`src/rtl/gray_to_rgb_axis.sv`:
```
// AXI-Stream gray-to-RGB expander with line/frame framing and a skid-buffered register slice.
// Optional build macro GRAY_FALSECOLOR_EN swaps {g,g,g} replication for a false-colour ramp.
module gray_to_rgb_axis #(
  parameter int DATA_WIDTH  = 8,
  parameter int LINE_WIDTH  = 640,
  parameter int FRAME_LINES = 480,
  parameter int CNT_WIDTH   = 10
) (
  input  logic                    clk,
  input  logic                    rst,
  input  logic [DATA_WIDTH-1:0]   s_tdata,
  input  logic                    s_tvalid,
  output logic                    s_tready,
  output logic [3*DATA_WIDTH-1:0] m_tdata,
  output logic                    m_tvalid,
  input  logic                    m_tready,
  output logic                    m_tlast,
  output logic                    m_tuser
);

  localparam logic [1:0] EMPTY = 2'd0;
  localparam logic [1:0] ONE   = 2'd1;
  localparam logic [1:0] FULL  = 2'd2;

  logic [1:0]              state_q, state_d;
  logic                    s_tready_q;
  logic [3*DATA_WIDTH-1:0] out_rgb_q, out_rgb_d;
  logic                    out_last_q, out_last_d;
  logic                    out_user_q, out_user_d;
  logic [3*DATA_WIDTH-1:0] skid_rgb_q, skid_rgb_d;
  logic                    skid_last_q, skid_last_d;
  logic                    skid_user_q, skid_user_d;
  logic [CNT_WIDTH-1:0]    pix_cnt_q, pix_cnt_d;
  logic [CNT_WIDTH-1:0]    line_cnt_q, line_cnt_d;

  logic                    accept;
  logic                    emit;
  logic [3*DATA_WIDTH-1:0] in_rgb;
  logic                    in_last;
  logic                    in_user;

  assign m_tvalid = (state_q != EMPTY);
  assign s_tready = s_tready_q;
  assign m_tdata  = out_rgb_q;
  assign m_tlast  = out_last_q;
  assign m_tuser  = out_user_q;

  assign accept = s_tvalid && s_tready_q;
  assign emit   = m_tvalid && m_tready;

`ifdef GRAY_FALSECOLOR_EN
  localparam logic [DATA_WIDTH-1:0] HALF = {1'b1, {(DATA_WIDTH-1){1'b0}}};
  localparam logic [DATA_WIDTH-1:0] MAXV = {DATA_WIDTH{1'b1}};

  logic [DATA_WIDTH-1:0] blue_lo;
  logic [DATA_WIDTH-1:0] red_hi;
  logic [DATA_WIDTH-1:0] green_hi;

  // Lower half ramps blue->green, upper half ramps green->red; each leg doubled to full scale.
  always_comb begin
    blue_lo  = (HALF - DATA_WIDTH'(1)) - s_tdata;
    red_hi   = s_tdata - HALF;
    green_hi = MAXV - s_tdata;
    if (s_tdata < HALF) begin
      in_rgb = {{DATA_WIDTH{1'b0}}, {s_tdata[DATA_WIDTH-2:0], 1'b0}, {blue_lo[DATA_WIDTH-2:0], 1'b0}};
    end else begin
      in_rgb = {{red_hi[DATA_WIDTH-2:0], 1'b0}, {green_hi[DATA_WIDTH-2:0], 1'b0}, {DATA_WIDTH{1'b0}}};
    end
  end
`else
  assign in_rgb = {s_tdata, s_tdata, s_tdata};
`endif

  assign in_last = (pix_cnt_q == CNT_WIDTH'(LINE_WIDTH - 1));
  assign in_user = (pix_cnt_q == '0) && (line_cnt_q == '0);

  always_comb begin
    state_d     = state_q;
    out_rgb_d   = out_rgb_q;
    out_last_d  = out_last_q;
    out_user_d  = out_user_q;
    skid_rgb_d  = skid_rgb_q;
    skid_last_d = skid_last_q;
    skid_user_d = skid_user_q;
    case (state_q)
      EMPTY: begin
        if (accept) begin
          out_rgb_d  = in_rgb;
          out_last_d = in_last;
          out_user_d = in_user;
          state_d    = ONE;
        end
      end
      ONE: begin
        if (accept && emit) begin
          out_rgb_d  = in_rgb;
          out_last_d = in_last;
          out_user_d = in_user;
        end else if (accept) begin
          skid_rgb_d  = in_rgb;
          skid_last_d = in_last;
          skid_user_d = in_user;
          state_d     = FULL;
        end else if (emit) begin
          state_d = EMPTY;
        end
      end
      // s_tready is low in FULL, so only the drain path exists here.
      FULL: begin
        if (emit) begin
          out_rgb_d  = skid_rgb_q;
          out_last_d = skid_last_q;
          out_user_d = skid_user_q;
          state_d    = ONE;
        end
      end
      default: state_d = EMPTY;
    endcase
  end

  always_comb begin
    pix_cnt_d  = pix_cnt_q;
    line_cnt_d = line_cnt_q;
    if (accept) begin
      if (in_last) begin
        pix_cnt_d  = '0;
        line_cnt_d = (line_cnt_q == CNT_WIDTH'(FRAME_LINES - 1)) ? '0 : line_cnt_q + CNT_WIDTH'(1);
      end else begin
        pix_cnt_d = pix_cnt_q + CNT_WIDTH'(1);
      end
    end
  end

  always_ff @(posedge clk or posedge rst) begin
    if (rst) begin
      state_q     <= EMPTY;
      s_tready_q  <= 1'b1;
      out_rgb_q   <= '0;
      out_last_q  <= 1'b0;
      out_user_q  <= 1'b0;
      skid_rgb_q  <= '0;
      skid_last_q <= 1'b0;
      skid_user_q <= 1'b0;
      pix_cnt_q   <= '0;
      line_cnt_q  <= '0;
    end else begin
      state_q     <= state_d;
      s_tready_q  <= (state_d != FULL);
      out_rgb_q   <= out_rgb_d;
      out_last_q  <= out_last_d;
      out_user_q  <= out_user_d;
      skid_rgb_q  <= skid_rgb_d;
      skid_last_q <= skid_last_d;
      skid_user_q <= skid_user_d;
      pix_cnt_q   <= pix_cnt_d;
      line_cnt_q  <= line_cnt_d;
    end
  end

endmodule

```
`config.mk`:
```
export PLATFORM = sky130hd
export DESIGN_NAME = gray_to_rgb_axis
export DESIGN_NICKNAME = d
export VERILOG_FILES = /design/src/rtl/gray_to_rgb_axis.sv
export SDC_FILE = /design/constraint.sdc
export NUM_CORES = 1
export LEC_CHECK = 0
export ABC_CLOCK_PERIOD_IN_PS = 4530
export CORE_MARGIN = 4
export CORE_UTILIZATION = 70
export CTS_BUF_LIST = sky130_fd_sc_hd__clkbuf_8
export DETAILED_ROUTE_END_ITERATION = 8
export DONT_BUFFER_PORTS = 1
export MAX_ROUTING_LAYER = met4
export PLACE_DENSITY_LB_ADDON = 0.2
export REMOVE_ABC_BUFFERS = 1
export SLEW_MARGIN = 20
export SYNTH_ARGS = -nofsm -noshare
export SYNTH_HDL_FRONTEND = slang
export SYNTH_SLANG_ARGS = --single-unit
```
`constraint.sdc`:
```
create_clock -name clk -period 4.53 [get_ports clk]
set_input_delay 0.2265 -clock clk [delete_from_list [all_inputs] [get_ports clk]]
set_output_delay 0.2265 -clock clk [all_outputs]
set_load 0.02 [all_outputs]
```
==> impl_metrics.csv <==
group,metric,value,unit
worst_setup_path,path_cells,"nand2_1 > o31ai_4 > inv_2 > a221o_1",
worst_setup_path,cp_top_family,"compound AO/OA/AOI/OAI gates",
cts,cts.clk_slew.worst_paths,80,ps
power_and_ir_drop,p_per_area,539,nW/µm²
sta,worst_pin_slew,749,ps
layout,post-route-cell-area,2240,µm²
synthesis,ys.flop_type,"dfrtp_1",
die,die_w,64.4,µm
synthesis,async_flop_share,1.00,
routing,wl,4.08,mm
routing,avgViaCountPerCell,6.13,
layout,utilization,0.734,
grt,grt_max_degree,29,
cts,ctsHoldBuffers,2,
cts,clock-sinks,43,
hold_path,hold_class,"in -> reg",
cts,htree_num_levels,2,
cts,clock_latency,290,ps
placed_design,dp.cells,243,
sta,hold-worst-slack,30.6,ps
sta,finalHoldViolations,0,
die,rows,20,
outcome,status,"finished clean",
routing,drc,0,
placed_design,gp_congestion,0.885,
sta,setup-violations-final,0,
worst_setup_path,cp_max_fo,20,
cts,post_cts_resized,0,
sta,period_minus_slack,2060,ps
synthesis,syn-cell-area,2230,µm²
grt,grt.overflow.total,0,
placed_design,placed_cell_area,2130,µm²
grt,grt_pass1_vias,1499,
synthesis,yosysSeqAreaShare,0.484,
grt,antenna_found_initial,0,
sta,period_share,0.455,
synthesis,postSynthAreaPerCell,10.1,µm²
worst_setup_path,cpMaxStageDelayCell,"o31ai_4",
worst_setup_path,cp.required,4710,ps
die,die_area,4150,µm²
die,coreArea,3050,µm²
cts,cts_tree,"yes",
sta,fmax,0.485,GHz
cts,cts_max_path_buffers,2,
synthesis,syn_inst,221,
worst_setup_path,critical_path_class,"reg -> reg",
worst_setup_path,cp-end-kind,"flop",
synthesis,yosysMostFrequentCell,"dfrtp_1",
synthesis,synth_seq_cells,43,
synthesis,synth.top_cell.area_share,0.472,
worst_setup_path,crit_arrival,2240,ps
cts,post_cts_buffers,0,
sta,finClkSkew,4.64,ps
synthesis,synth_edf_count,0,
placed_design,place_ws,2460,ps
sta,setup_slack,2470,ps
synthesis,yosys.area.top_type,"dfrtp_1",
layout,layout-drive-gt1-share,0.110,
synthesis,yosysUniqueCellTypes,44,
worst_setup_path,crit_path_max_incr_delay,730,ps
power_and_ir_drop,p_leak,0.987,nW
worst_setup_path,crit_buf_inv,1,
layout,finalNetCount,224,
power_and_ir_drop,finalPower,1.21,mW
grt,grt_use_total,0.219,
routing,vias,1552,
layout,final_cells,253,
synthesis,synth_warnings,0,
routing,drt-initial-drc-count,97,
sta,finalSetupTns,0,ps
die,initial_core_util,0.730,
grt,grt_pass1_wl,6.87,mm
cts,cts-root-buf,"clkbuf_8",
routing,drt-wirelength-per-cell,16.1,µm
sta,rsz0062_at_grt,"no",
placed_design,io_buffers,0,
layout,area_growth,0.562,%
die,die_h,64.4,µm
synthesis,synth_area_leaders,"dfrtp_1 47%, buf_4 6.1%, nand2_1 5.4%, nor2_1 3.2%, mux2_1 3.0%",
sta,max_slew_margin,0.500,
routing,drtPass1Iterations,4,
placed_design,dp_hpwl,2.99,mm
cts,cts_buffers,5,
sta,slew_viol_final,0,
worst_setup_path,start_kind,"flop",
routing,ant_nets,0,
layout,n_antenna_cell,0,
power_and_ir_drop,worst_ir_drop_vdd,0.000423,V
synthesis,synth_common_cells,"42 x dfrtp_1, 32 x nand2_1, 19 x nor2_1",
die,ios,40,
job,drv_cap,0,
-- cell usage in the layout (no fill, tap or decap), types with 6 or more instances in the layout --
master / n
dfrtp_1: 42
nor2_1: 19
nand2_1: 32
inv_1: 6
nand3_1: 8
a31oi_1: 9
mux2_1: 6
xor2_1: 7
a21oi_1: 7
-- flip-flops by register name, indices dropped and copies added, names as in the netlist --
signal	count
state_q	2
m_tuser	1
skid_last_q	1
m_tlast	1
skid_rgb_q	8
m_tdata	8
s_tready	1
skid_user_q	1
line_cnt_q	10
pix_cnt_q	10
-- logic make-up (layout without fill, tap and decap cells) --
kind of cell    Yosys count  after routing  synth area share
buf+inv                  29             17            0.0837
simple gates             94             94             0.230
compound gates           29             29            0.0815
mux                      11             11            0.0556
flops                    43             43             0.484
xor+xnor                 11             11            0.0433
fa+ha+maj                 4              4            0.0225
-- where the power goes --
part / switching (mW) / total [mW] / internal, mW
Combinational: 0.124 / 0.233 / 0.108
Sequential: 0.253 / 0.742 / 0.489
Clock: 0.126 / 0.231 / 0.105
-- layout make-up --
type	count	area (µm²)
timing repair buffer	3	27.5
inverter	6	22.5
sequential	43	1080
multi-input combinational	149	972
fill	248	813
clock inverter	3	16.3
tap	44	55.1
clock buffer	5	68.8
-- routing by layer --
layer  vias to the layer above  global-route usage  share of wire
met1                       774               0.262           0.41
met3                         5              0.0633          0.066
met4                         0              0.0475         0.0088
met5                         -                   -              0
li1                        723                   -              -
met2                        50               0.369           0.51
-- final timing paths --
kind / start / endpoint / slack, ps / cells past startpoint
worst max-delay path: s_tready / m_tuser / 2470 / 4
worst min-delay path: m_tready / s_tready / 30 / 1
worst max register to register: s_tready / m_tuser / 2470 / 4
worst min register to register: skid_rgb_q[18] / skid_rgb_q[18] / 490 / 1
max in group asynchronous: rst / s_tready / 3280 / 3
min in group asynchronous: rst / skid_rgb_q[17] / 430 / 2
Note: power is estimated with default switching activity, not from simulation.
